--- src/rtl/i2c_codec_cfg_responder.sv ---
// Write-only I2C target for codec configuration: {dev, {reg[6:0],d[8]}, d[7:0]} frames
// land in a small register file with a one-cycle write strobe and a frame counter.
module i2c_codec_cfg_responder #(
  parameter logic [6:0] DEV_ADDR    = 7'h1A,
  parameter int         NUM_REGS    = 16,
  parameter int         SYNC_STAGES = 2
) (
  input  logic       i_clk,
  input  logic       i_rst_n,
  input  logic       i_scl,
  input  logic       i_sda,
  output logic       o_sda_oe,
  output logic       o_wr_valid,
  output logic [6:0] o_wr_addr,
  output logic [8:0] o_wr_data,
  input  logic [6:0] i_rd_addr,
  output logic [8:0] o_rd_data,
  output logic       o_busy,
  output logic [7:0] o_frame_cnt
);
  localparam int         AW   = (NUM_REGS > 1) ? $clog2(NUM_REGS) : 1;
  localparam logic [7:0] NREG = 8'(NUM_REGS);

  typedef enum logic [2:0] {IDLE, ADDR, ACK_A, BYTE1, ACK_1, BYTE2, ACK_2, IGNORE} state_t;

  state_t state, state_nxt;
  logic [SYNC_STAGES-1:0] scl_sync, sda_sync;
  logic scl_s, sda_s, scl_d, sda_d;
  logic scl_rise, scl_fall, start, stop;
  logic oe_nxt, commit, shift_en, full;
  logic [2:0] cnt;
  logic [7:0] shreg, b1;
  logic [6:0] wa;
  logic [NUM_REGS-1:0][8:0] regs;

  // Sync flops idle high so reset release never fakes a bus edge.
  always_ff @(posedge i_clk or negedge i_rst_n) begin
    if (!i_rst_n) begin
      scl_sync <= '1;
      sda_sync <= '1;
      scl_d    <= 1'b1;
      sda_d    <= 1'b1;
    end else begin
      scl_sync[0] <= i_scl;
      sda_sync[0] <= i_sda;
      for (int i = 1; i < SYNC_STAGES; i++) begin
        scl_sync[i] <= scl_sync[i-1];
        sda_sync[i] <= sda_sync[i-1];
      end
      scl_d <= scl_s;
      sda_d <= sda_s;
    end
  end

  assign scl_s    = scl_sync[SYNC_STAGES-1];
  assign sda_s    = sda_sync[SYNC_STAGES-1];
  assign scl_rise = scl_s & ~scl_d;
  assign scl_fall = ~scl_s & scl_d;
  assign start    = scl_s & scl_d & sda_d & ~sda_s;
  assign stop     = scl_s & scl_d & ~sda_d & sda_s;
  assign shift_en = scl_rise && !full && (state inside {ADDR, BYTE1, BYTE2});
  assign wa       = b1[7:1];
  assign o_busy   = (state != IDLE);

  always_ff @(posedge i_clk or negedge i_rst_n) begin
    if (!i_rst_n) state <= IDLE;
    else          state <= state_nxt;
  end

  always_comb begin
    state_nxt = state;
    oe_nxt    = o_sda_oe;
    commit    = 1'b0;
    if (stop) begin
      state_nxt = IDLE;
      oe_nxt    = 1'b0;
    end else if (start) begin
      state_nxt = ADDR;
      oe_nxt    = 1'b0;
    end else if (scl_fall) begin
      case (state)
        ADDR: if (full) begin
          if (shreg == {DEV_ADDR, 1'b0}) begin
            state_nxt = ACK_A;
            oe_nxt    = 1'b1;
          end else begin
            state_nxt = IGNORE;
            oe_nxt    = 1'b0;
          end
        end
        ACK_A: begin state_nxt = BYTE1; oe_nxt = 1'b0; end
        BYTE1: if (full) begin state_nxt = ACK_1; oe_nxt = 1'b1; end
        ACK_1: begin state_nxt = BYTE2; oe_nxt = 1'b0; end
        BYTE2: if (full) begin state_nxt = ACK_2; oe_nxt = 1'b1; end
        ACK_2: begin state_nxt = IGNORE; oe_nxt = 1'b0; commit = 1'b1; end
        default: ;
      endcase
    end
  end

  // shreg is left untouched through ACK_2, so it still holds byte2 at commit.
  always_ff @(posedge i_clk or negedge i_rst_n) begin
    if (!i_rst_n) begin
      shreg    <= '0;
      b1       <= '0;
      cnt      <= '0;
      full     <= 1'b0;
      o_sda_oe <= 1'b0;
    end else begin
      o_sda_oe <= oe_nxt;
      if (start || stop || (scl_fall && state_nxt != state)) begin
        cnt  <= '0;
        full <= 1'b0;
      end else if (shift_en) begin
        shreg <= {shreg[6:0], sda_s};
        cnt   <= cnt + 3'd1;
        full  <= (cnt == 3'd7);
      end
      if (state == BYTE1 && state_nxt == ACK_1) b1 <= shreg;
    end
  end

  always_ff @(posedge i_clk or negedge i_rst_n) begin
    if (!i_rst_n) begin
      o_wr_valid  <= 1'b0;
      o_wr_addr   <= '0;
      o_wr_data   <= '0;
      o_frame_cnt <= '0;
      regs        <= '0;
    end else begin
      o_wr_valid <= commit;
      if (commit) begin
        o_wr_addr   <= wa;
        o_wr_data   <= {b1[0], shreg};
        o_frame_cnt <= o_frame_cnt + 8'd1;
        if ({1'b0, wa} < NREG) regs[wa[AW-1:0]] <= {b1[0], shreg};
      end
    end
  end

  always_comb begin
    o_rd_data = '0;
    if ({1'b0, i_rd_addr} < NREG) o_rd_data = regs[i_rd_addr[AW-1:0]];
  end
endmodule

--- config.mk ---
export PLATFORM = sky130hd
export DESIGN_NAME = i2c_codec_cfg_responder
export DESIGN_NICKNAME = d
export VERILOG_FILES = /design/src/rtl/i2c_codec_cfg_responder.sv
export SDC_FILE = /design/constraint.sdc
export NUM_CORES = 1
export LEC_CHECK = 0
export CAP_MARGIN = 20
export CORE_AREA = 2 2 141 115
export CTS_CLUSTER_SIZE = 30
export DETAILED_ROUTE_END_ITERATION = 6
export DIE_AREA = 0 0 143 117
export MAX_ROUTING_LAYER = met4
export PLACE_DENSITY = 0.79
export SLEW_MARGIN = 20
export SYNTH_ARGS = -nofsm -noshare
export SYNTH_HDL_FRONTEND = slang
export SYNTH_SLANG_ARGS = --single-unit
--- constraint.sdc ---
create_clock -name i_clk -period 2.6 [get_ports i_clk]
set_input_delay 0.39 -clock i_clk [delete_from_list [all_inputs] [get_ports i_clk]]
set_output_delay 0.39 -clock i_clk [all_outputs]
set_load 0.01 [all_outputs]
==> flow_summary.toml, run 1 <==
[outcome]
outcome = "completed"

[setup_path]
cp.arrival_ns = 2.76
max_stage_delay_ns = 0.63
cp.depth = 4
cp-startpoint = "scl_d"
critical_path_class = "register to register"
worstPathMaxFanout = 9
cp_slowest_cell = "nand4_2"
crit_chain = "nand4b_4 > nor3_4 > nand4_2 > mux2_2"
crit_path_end = "regs[101]"
worst-path-buf-inv = 0
worstPathRequired_ns = 2.91
rrSetupSlack_ns = 0.15
r2r_end = "regs[101]"
r2r_start = "scl_d"
crit_family = "simple AND/OR/NAND/NOR gates"
worstRegToRegCells = 4
start_kind = "register"
end_kind = "register"

[die]
dieWidth_um = 143
ios = 47
die_h_um = 117
fp.dieArea_um2 = 16700
placementRows = 41
core_area_um2 = 15400
start_util = 0.586

[clock_tree]
postCtsSetupBuffers = 0
cts.sinks = 199
cts.path.max_buffers = 2
cts_buffers = 17
cts.reportedPaths.clkPinSlew_ns = 0.07
htree_levels = 4
root_buffer = "clkbuf_16"
clkLatencyLatePin_ns = 0.44
cts_tree = "done"

[grt]
antenna_found_initial = 0
track_usage = 0.264
grt_overflow = 0
grt_pass1_wl_mm = 31.5
grt_max_degree = 75
grt_pass1_vias = 5614

[route]
drt_wl_total_mm = 19.4
wl_per_cell_um = 22.1
drc_errors = 0
drtIter0Drc = 319
vias = 5191
vias_per_cell = 5.90
ant_nets = 0
first_pass_iters = 5

[final_layout]
drive_above_1_share = 0.453
fillers = 1027
stdcell_area_um2 = 10600
antennaDiodeCount = 0
fin_nets = 666
area_growth_pct = 16.8

[logic_synthesis]
synth_top_area_frac = 0.534
synthTopCellsByCount = "dfrtp_1 (193), mux2_2 (151), mux4_2 (34)"
synth-main-ff-cell = "dfrtp_1"
synth_most_common_cell = "dfrtp_1"
synth_area_leaders = "dfrtp_1 (53%), mux2_2 (19%), mux4_2 (8.5%), mux2_4 (2.5%), nand3_4 (1.9%)"
yosys_warnings = 0
synth_edf_count = 0
ys_seq_elements = 199
synth_cells = 596
yosysUniqueCellTypes = 52
syn_nets = 610
yosys.area.top_type = "dfrtp_1"
yosysSeqAreaShare = 0.551
syn-cell-area_um2 = 9050
syn_avg_cell_area_um2 = 15.2
async_flop_share = 1.00

[power_and_ir_drop]
sequentialPowerShare = 0.526
p_leak_nw = 5.26
ir_drop_mv = 0.446
p_sw_mw = 1.77
intPower_mw = 4.64
swShare = 0.277
clock_power_share = 0.397
p_comb_frac = 0.076
power_density_nw_per_um2 = 607

[timing]
finalClockSkew_ns = 0.0113
timing.final.crit_share = 0.942
max_slew_margin = 0.470
setup-violations-final = 0
slew_viol_final = 0
rsz0062_at_grt = "false"
fin_hold_ws_ns = 0.352
period_minus_slack_ns = 2.45
fmax_mhz = 408
finalHoldViolCount = 0
worst_slew_pin_slew_ns = 0.795

[placed_design]
portBuffers = 46
place_congestion = 0.828
dpl.hpwl_mm = 12.9
placed_area_um2 = 9900

[job]
maxCapViolCount = 0

[worst_hold_path]
min_path_cells = 1
holdCritPathClass = "input pin to register"
min-delay-start = "i_sda"
state kept, by name, indices dropped and copies added, names as in the netlist:
name         count
scl_d            1
o_sda_oe         1
o_wr_valid       1
scl_sync         2
full             1
b1               8
cnt              3
sda_sync         2
shreg            8
regs           144
o_wr_addr        7
o_wr_data        9
sda_d            1
o_frame_cnt      8
state            3
worst min-delay path by stage:
stage,end
6_report,sda_sync[0]
5_1_grt,sda_sync[0]
4_1_cts,sda_sync[0]
3_5_place_dp,sda_sync[1]
3_3_place_gp,sda_sync[1]
2_1_floorplan,b1[0]
placed cells by master, fill, tap and decap left out, types with 3 or more instances in the layout:
cell               n
nor2b_1            6
mux2i_1           10
dfstp_2            6
mux2_4            15
mux2_2           151
clkinv_4           3
nand4_1            3
nand2_1           33
xor2_1             4
dlymetal6s2s_1     8
dfrtp_1          193
clkbuf_16         17
a22oi_1            4
nor2_1            10
buf_4             22
inv_8              4
nand4_2            4
nand3_1            6
xnor2_1            5
a22oi_2            5
buf_12             9
mux4_2            34
nand3_4           10
ha_1               3
inv_6              6
clkdlybuf4s50_1   34
nor3_1             3
o21ai_0           12
a21boi_0           3
and3_1             3
mux2_1             3
cells by family (layout without fill, tap and decap cells):
| family | after synthesis | count (layout) | synth area share |
|---|---|---|---|
| DFF | 199 | 199 | 0.551 |
| xor gates and xnor gates | 9 | 9 | 0.00871 |
| and+or+nand+nor | 95 | 95 | 0.0741 |
| adders and majority gates | 3 | 3 | 0.00415 |
| buffers and inverters | 43 | 112 | 0.0249 |
| muxes | 214 | 214 | 0.313 |
| AOI/OAI and AO/OA | 33 | 33 | 0.0240 |
per-layer routing:
layer,part of all wire,track usage
met1,0.44,0.361
met2,0.48,0.409
met3,0.059,0.0460
met4,0.021,0.0898
met5,0,-
metrics by stage:
step / power, mW / worst slack (ns) / cells / setup TNS [ns] / util
2_1_floorplan: 3.62 / 0.382 / 596 / 0 / -
3_3_place_gp: 3.87 / -0.193 / 846 / -1.31 / 0.641
3_5_place_dp: 3.91 / -0.233 / 846 / -1.40 / 0.641
4_1_cts: 6.46 / 0.00471 / 880 / 0 / 0.683
5_1_grt: 6.68 / 0.0444 / 880 / 0 / 0.684
6_report: 6.41 / 0.152 / 880 / 0 / 0.684
area by class of cell:
| cell class | count | area [µm²] | share of cell area |
|---|---|---|---|
| Multi-Input combinational cell | 354 | 3870 | 0.367 |
| Clock inverter | 14 | 131 | 0.0124 |
| Clock buffer | 18 | 439 | 0.0416 |
| Tap cell | 215 | 269 | 0.0255 |
| Timing Repair Buffer | 78 | 860 | 0.0813 |
| Sequential cell | 199 | 4990 | 0.472 |
| Inverter | 2 | 7.51 | 0.000710 |
power groups by stage:
stage          clock [mW]  combinational, mW  sequential [mW]
5_1_grt              2.74              0.543             3.40
3_3_place_gp            0              0.454             3.42
3_5_place_dp            0              0.482             3.43
2_1_floorplan           0              0.363             3.26
4_1_cts              2.60              0.494             3.37
6_report             2.55              0.489             3.38
timing repair:
| item | in CTS | in global routing |
|---|---|---|
| hold endpoints to repair | 30 | 0 |
| gates cloned | 1 | 0 |
| endpoints found under the setup margin | 9 | 8 |
| hold buffers | 1 | 0 |
| pin swaps | 0 | 0 |
| resized for setup | 9 | 10 |
(Power assumes the default switching activity.)
==> inputs of run 2 (changes only) <==
--- a/config.mk
+++ b/config.mk
@@ -12,6 +12,7 @@
 export DIE_AREA = 0 0 143 117
 export MAX_ROUTING_LAYER = met4
 export PLACE_DENSITY = 0.79
+export SETUP_SLACK_MARGIN = 0.1
 export SLEW_MARGIN = 20
 export SYNTH_ARGS = -nofsm -noshare
 export SYNTH_HDL_FRONTEND = slang
==> run 2 against run 1 <==
  * Die area unchanged
  * Count of clock-buffer cells in the layout unchanged
  * Wire length increased by 0.14%
  * Power about the same
  * Register-to-register slack improved by 0.12 ns
  * Core utilization decreased by 0.19 points
  * Sequential share of layout area increased by 0.13 points
  * Critical path type is now register to output pin
  * Largest power group unchanged
==> flow_summary.toml, run 2 (synthesis gave the netlist of run 1 again) <==
[final_layout]
area_growth_pct = 16.4
drive_above_1_share = 0.450
fin_nets = 666
instances_no_fill = 880
reg_top3 = "regs (144), o_wr_data (9)"
stdcell_area_um2 = 10500
mostFrequentLayoutCells = "dfrtp_1 (193), mux2_2 (151), mux4_2 (34), clkdlybuf4s50_1 (34), nand2_1 (33)"
post-route-util = 0.683
largest_reg_flops = 144
antennaDiodeCount = 0
fillers = 1029
final_common_cell = "dfrtp_1"
largest_register = "regs"

[timing]
rsz0062_at_grt = "false"
fin_hold_ws_ns = 0.352
slew_viol_final = 0
finalHoldViolCount = 0
worst_slew_pin_slew_ns = 0.761
setup_tns_ns = 0
timing.final.crit_share = 0.923
setup-violations-final = 0
period_minus_slack_ns = 2.40
fin_ws_ns = 0.200
max_slew_margin = 0.493
fmax_mhz = 417
finalClockSkew_ns = 0.0101

[power_and_ir_drop]
power_density_nw_per_um2 = 608
p_leak_nw = 5.16
intPower_mw = 4.64
sequentialPowerShare = 0.526
clock_power_share = 0.397
total_power_mw = 6.41
swShare = 0.277
ir_drop_mv = 0.447
p_comb_frac = 0.076
p_sw_mw = 1.77

[setup_path]
crit_chain = "mux4_2 > a22oi_1 > o21ai_0 > dlygate4sd2_1"
cp.arrival_ns = 2.01
max_stage_delay_ns = 0.47
critical_path_class = "register to output pin"
end_kind = "output pin"
worstPathRequired_ns = 2.21
start_kind = "register"
worstPathMaxFanout = 2
cp_slowest_cell = "mux4_2"

[grt]
grt_pass1_vias = 5618
grt_max_degree = 75
grt_overflow = 0
grt_pass1_wl_mm = 31.5
track_usage = 0.264
antenna_found_initial = 0

[die]
start_util = 0.586
placementRows = 41
fp.dieArea_um2 = 16700
core_area_um2 = 15400
ios = 47
dieWidth_um = 143
die_h_um = 117

[clock_tree]
root_buffer = "clkbuf_16"
cts.path.max_buffers = 2
cts_tree = "done"
clkLatencyLatePin_ns = 0.44
cts.sinks = 199
cts.reportedPaths.clkPinSlew_ns = 0.07
postCtsSetupBuffers = 0
htree_levels = 4
cts_buffers = 17

[route]
wl_met2_mm = 9.31
ant_nets = 0
vias = 5203
drt_wl_total_mm = 19.5
vias_per_cell = 5.91
wl_met1_mm = 8.81
wl_per_cell_um = 22.1
wl_met3_um = 944
first_pass_iters = 5
drtIter0Drc = 336
drc_errors = 0
top_layer = "met4"

[placed_design]
placed_cells = 846
place_congestion = 0.828
pre_cts_ws_ns = -0.233
placed_area_um2 = 9900
dpl.hpwl_mm = 12.9
portBuffers = 46

[worst_hold_path]
holdCritPathClass = "input pin to register"

[job]
maxCapViolCount = 0

[outcome]
outcome = "completed"
-- run 2: area by class of cell --
cell class / count / area (µm²) / area share
Sequential cell: 199 / 4990 / 0.473
Multi-Input combinational cell: 354 / 3870 / 0.368
Timing Repair Buffer: 78 / 831 / 0.0788
Clock buffer: 18 / 439 / 0.0417
Tap cell: 215 / 269 / 0.0255
Clock inverter: 14 / 131 / 0.0125
Inverter: 2 / 7.51 / 0.000712
-- run 2: power groups by stage --
stage	Combinational [mW]	Clock, mW	Sequential (mW)
6_report	0.490	2.55	3.37
5_1_grt	0.543	2.74	3.40
4_1_cts	0.494	2.60	3.37
3_5_place_dp	0.482	0	3.43
3_3_place_gp	0.454	0	3.42
2_1_floorplan	0.363	0	3.26
-- run 2: what timing repair did --
item | CTS | global route
cloned | 1 | 0
endpoints found under the hold margin | 30 | 0
endpoints found under the setup margin | 9 | 9
resized for setup | 18 | 1
hold buffers | 1 | 0
-- run 2: critical path, delay by kind of cell, from the launching register on --
family	cells	cell delay [ns]
muxes	1	0.47
DFF	1	0.41
buffers and inverters	1	0.30
AOI/OAI and AO/OA	2	0.40
-- run 2: path summary, 6_finish.rpt --
kind	to	startpoint	cells after the start	slack, ns
max	o_rd_data[3]	regs[129]	4	0.20
min	sda_sync[0]	i_sda	1	0.35
max reg2reg	regs[35]	scl_d	4	0.27
min reg2reg	scl_sync[1]	scl_sync[0]	0	0.36
max in group asynchronous	regs[14]	i_rst_n	3	1.31
min in group asynchronous	regs[35]	i_rst_n	2	0.54
-- run 2: metal layers --
| layer | vias up | track usage |
|---|---|---|
| li1 | 2302 | - |
| met4 | 0 | 0.0898 |
| met1 | 2746 | 0.361 |
| met3 | 27 | 0.0460 |
| met5 | - | - |
| met2 | 128 | 0.410 |
==> inputs of run 3 (changes only) <==
--- a/config.mk
+++ b/config.mk
@@ -5,11 +5,12 @@
 export SDC_FILE = /design/constraint.sdc
 export NUM_CORES = 1
 export LEC_CHECK = 0
+export ABC_AREA = 1
 export CAP_MARGIN = 20
-export CORE_AREA = 2 2 141 115
+export CORE_AREA = 2 2 142 116
 export CTS_CLUSTER_SIZE = 30
 export DETAILED_ROUTE_END_ITERATION = 6
-export DIE_AREA = 0 0 143 117
+export DIE_AREA = 0 0 144 118
 export MAX_ROUTING_LAYER = met4
 export PLACE_DENSITY = 0.79
 export SETUP_SLACK_MARGIN = 0.1
==> run 3 against run 2 <==
  * Critical path type is now input pin to output pin
  * Synthesized cell count up 82%
  * Sequential share of layout area about the same
  * Flip-flop and latch count unchanged
==> flow_summary.toml, run 3 <==
[job]
maxCapViolCount = 0

[final_layout]
largest_reg_flops = 144
mostFrequentLayoutCells = "nand2_1 (285), dfrtp_1 (193), nor2_1 (149)"
antennaDiodeCount = 0
reg_top3 = "regs (144), o_wr_data (9)"
fillers = 1218
drive_above_1_share = 0.0998
largest_register = "regs"
stdcell_area_um2 = 10500
fin_nets = 1133
post-route-util = 0.678
area_growth_pct = 14.7
final_common_cell = "nand2_1"

[placed_design]
portBuffers = 46
pre_cts_ws_ns = -0.196
placed_area_um2 = 9900
dpl.hpwl_mm = 15.0
place_congestion = 0.939

[timing]
fin_ws_ns = 0.238
finalClockSkew_ns = 0.0104
setup-violations-final = 0
worst_slew_pin_slew_ns = 0.948
period_minus_slack_ns = 2.36
fmax_mhz = 423
setup_tns_ns = 0
max_slew_margin = 0.367
timing.final.crit_share = 0.908
slew_viol_final = 0
rsz0062_at_grt = "false"
finalHoldViolCount = 0

[setup_path]
critical_path_class = "input pin to output pin"
start_kind = "input pin"
worstPathMaxFanout = 37
worstPathRequired_ns = 2.21
cp.arrival_ns = 1.97
end_kind = "output pin"

[logic_synthesis]
yosysUniqueCellTypes = 37
syn_avg_cell_area_um2 = 8.45
syn_nets = 1101
synth_top_area_frac = 0.526
synth_area_leaders = "dfrtp_1 (53%), nand2_1 (12%), o21ai_0 (7.6%), nor2_1 (6.1%), nand3_1 (3.7%)"
yosys_warnings = 0
synth_edf_count = 0
yosys.area.top_type = "dfrtp_1"
synth_cells = 1087
synth-main-ff-cell = "dfrtp_1"
synth_most_common_cell = "nand2_1"
yosysSeqAreaShare = 0.543
ys_seq_elements = 199
syn-cell-area_um2 = 9180
synthTopCellsByCount = "nand2_1 (285), dfrtp_1 (193), nor2_1 (149)"
async_flop_share = 1.00

[power_and_ir_drop]
clock_power_share = 0.406
total_power_mw = 7.06
power_density_nw_per_um2 = 670
p_leak_nw = 4.89
intPower_mw = 5.06
swShare = 0.283
p_comb_frac = 0.133
sequentialPowerShare = 0.461
ir_drop_mv = 0.508
p_sw_mw = 2.00

[clock_tree]
cts_tree = "done"
postCtsSetupBuffers = 0
cts.sinks = 199
cts.path.max_buffers = 2
cts_buffers = 17
htree_levels = 4
root_buffer = "clkbuf_16"
clkLatencyLatePin_ns = 0.44
cts.reportedPaths.clkPinSlew_ns = 0.06

[grt]
track_usage = 0.308
grt_max_degree = 74
grt_pass1_wl_mm = 39.2
grt_pass1_vias = 7342
antenna_found_initial = 0
grt_overflow = 0

[route]
drc_errors = 0
vias_per_cell = 5.70
wl_per_cell_um = 17.6
first_pass_iters = 6
vias = 7682
drtIter0Drc = 892
drt_wl_total_mm = 23.7
ant_nets = 0

[die]
die_h_um = 118
fp.dieArea_um2 = 17000
start_util = 0.591
core_area_um2 = 15500
placementRows = 41
ios = 47
dieWidth_um = 144

[outcome]
outcome = "completed"

[worst_hold_path]
holdCritPathClass = "register to register"
==> run 3: cell type report <==
class	count	area (µm²)	share of cell area
sequential	199	4990	0.473
multi-input combinational	786	3730	0.354
timing repair buffer	72	748	0.0710
clock buffer	20	447	0.0424
tap	215	269	0.0255
clock inverter	12	189	0.0179
inverter	43	166	0.0158
==> run 3: path summary, 6_finish.rpt <==
path                               from      endpoint  slack [ns]  cells past startpoint
max                        i_rd_addr[0]  o_rd_data[4]        0.24                      9
min                         sda_sync[0]   sda_sync[1]        0.36                      0
max reg2reg                       scl_d     regs[140]        0.72                      9
min reg2reg                 sda_sync[0]   sda_sync[1]        0.36                      0
max in group asynchronous       i_rst_n      regs[38]        1.24                      3
min in group asynchronous       i_rst_n        cnt[0]        0.55                      2
==> run 3: cell families after synthesis <==
logic type               share of synthesized area
AO/OA/AOI/OAI                                0.141
XOR/XNOR                                   0.00477
adder cells (fa/ha/maj)                    0.00409
buffers and inverters                       0.0516
flip-flops                                   0.543
AND/OR/NAND/NOR                              0.255
==> run 3: worst max-delay path: stages <==
cell and delay, ns:
buf_2 0.13, clkinv_1 0.14, buf_12 0.19, buf_12 0.17, o21ai_0 0.31, nand3_1 0.13, nand3_1 0.11, a21oi_1 0.06
dlygate4sd2_1 0.31
==> run 3: power groups by stage <==
| stage | Clock, mW | Combinational, mW | Sequential, mW |
|---|---|---|---|
| after floorplan | 0 | 0.490 | 3.29 |
| after global placement | 0 | 0.915 | 3.31 |
| after detailed placement | 0 | 0.928 | 3.31 |
| after CTS | 2.89 | 0.931 | 3.25 |
| after global routing | 3.05 | 1.02 | 3.27 |
| final | 2.87 | 0.939 | 3.25 |
==> run 3: what timing repair did <==
action                                  CTS  global route
endpoints found under the setup margin    9             0
hold buffers                              1             0
endpoints found under the hold margin    15             0
resized for setup                        13             0
==> run 3: routing by layer <==
metal / routed length (µm) / up-vias / GRT usage
met5: 0 / - / -
met4: 495 / 0 / 0.0876
met3: 2320 / 55 / 0.0924
met2: 10600 / 347 / 0.434
met1: 10300 / 3668 / 0.435
li1: - / 3612 / -
==> run 3: metrics by stage <==
step	hold slack (ns)	cells
final	0.356	1347
after global routing	0.349	1347
after CTS	0.348	1347
after detailed placement	0.348	1314
after global placement	0.348	1314
after floorplan	0.0944	1087
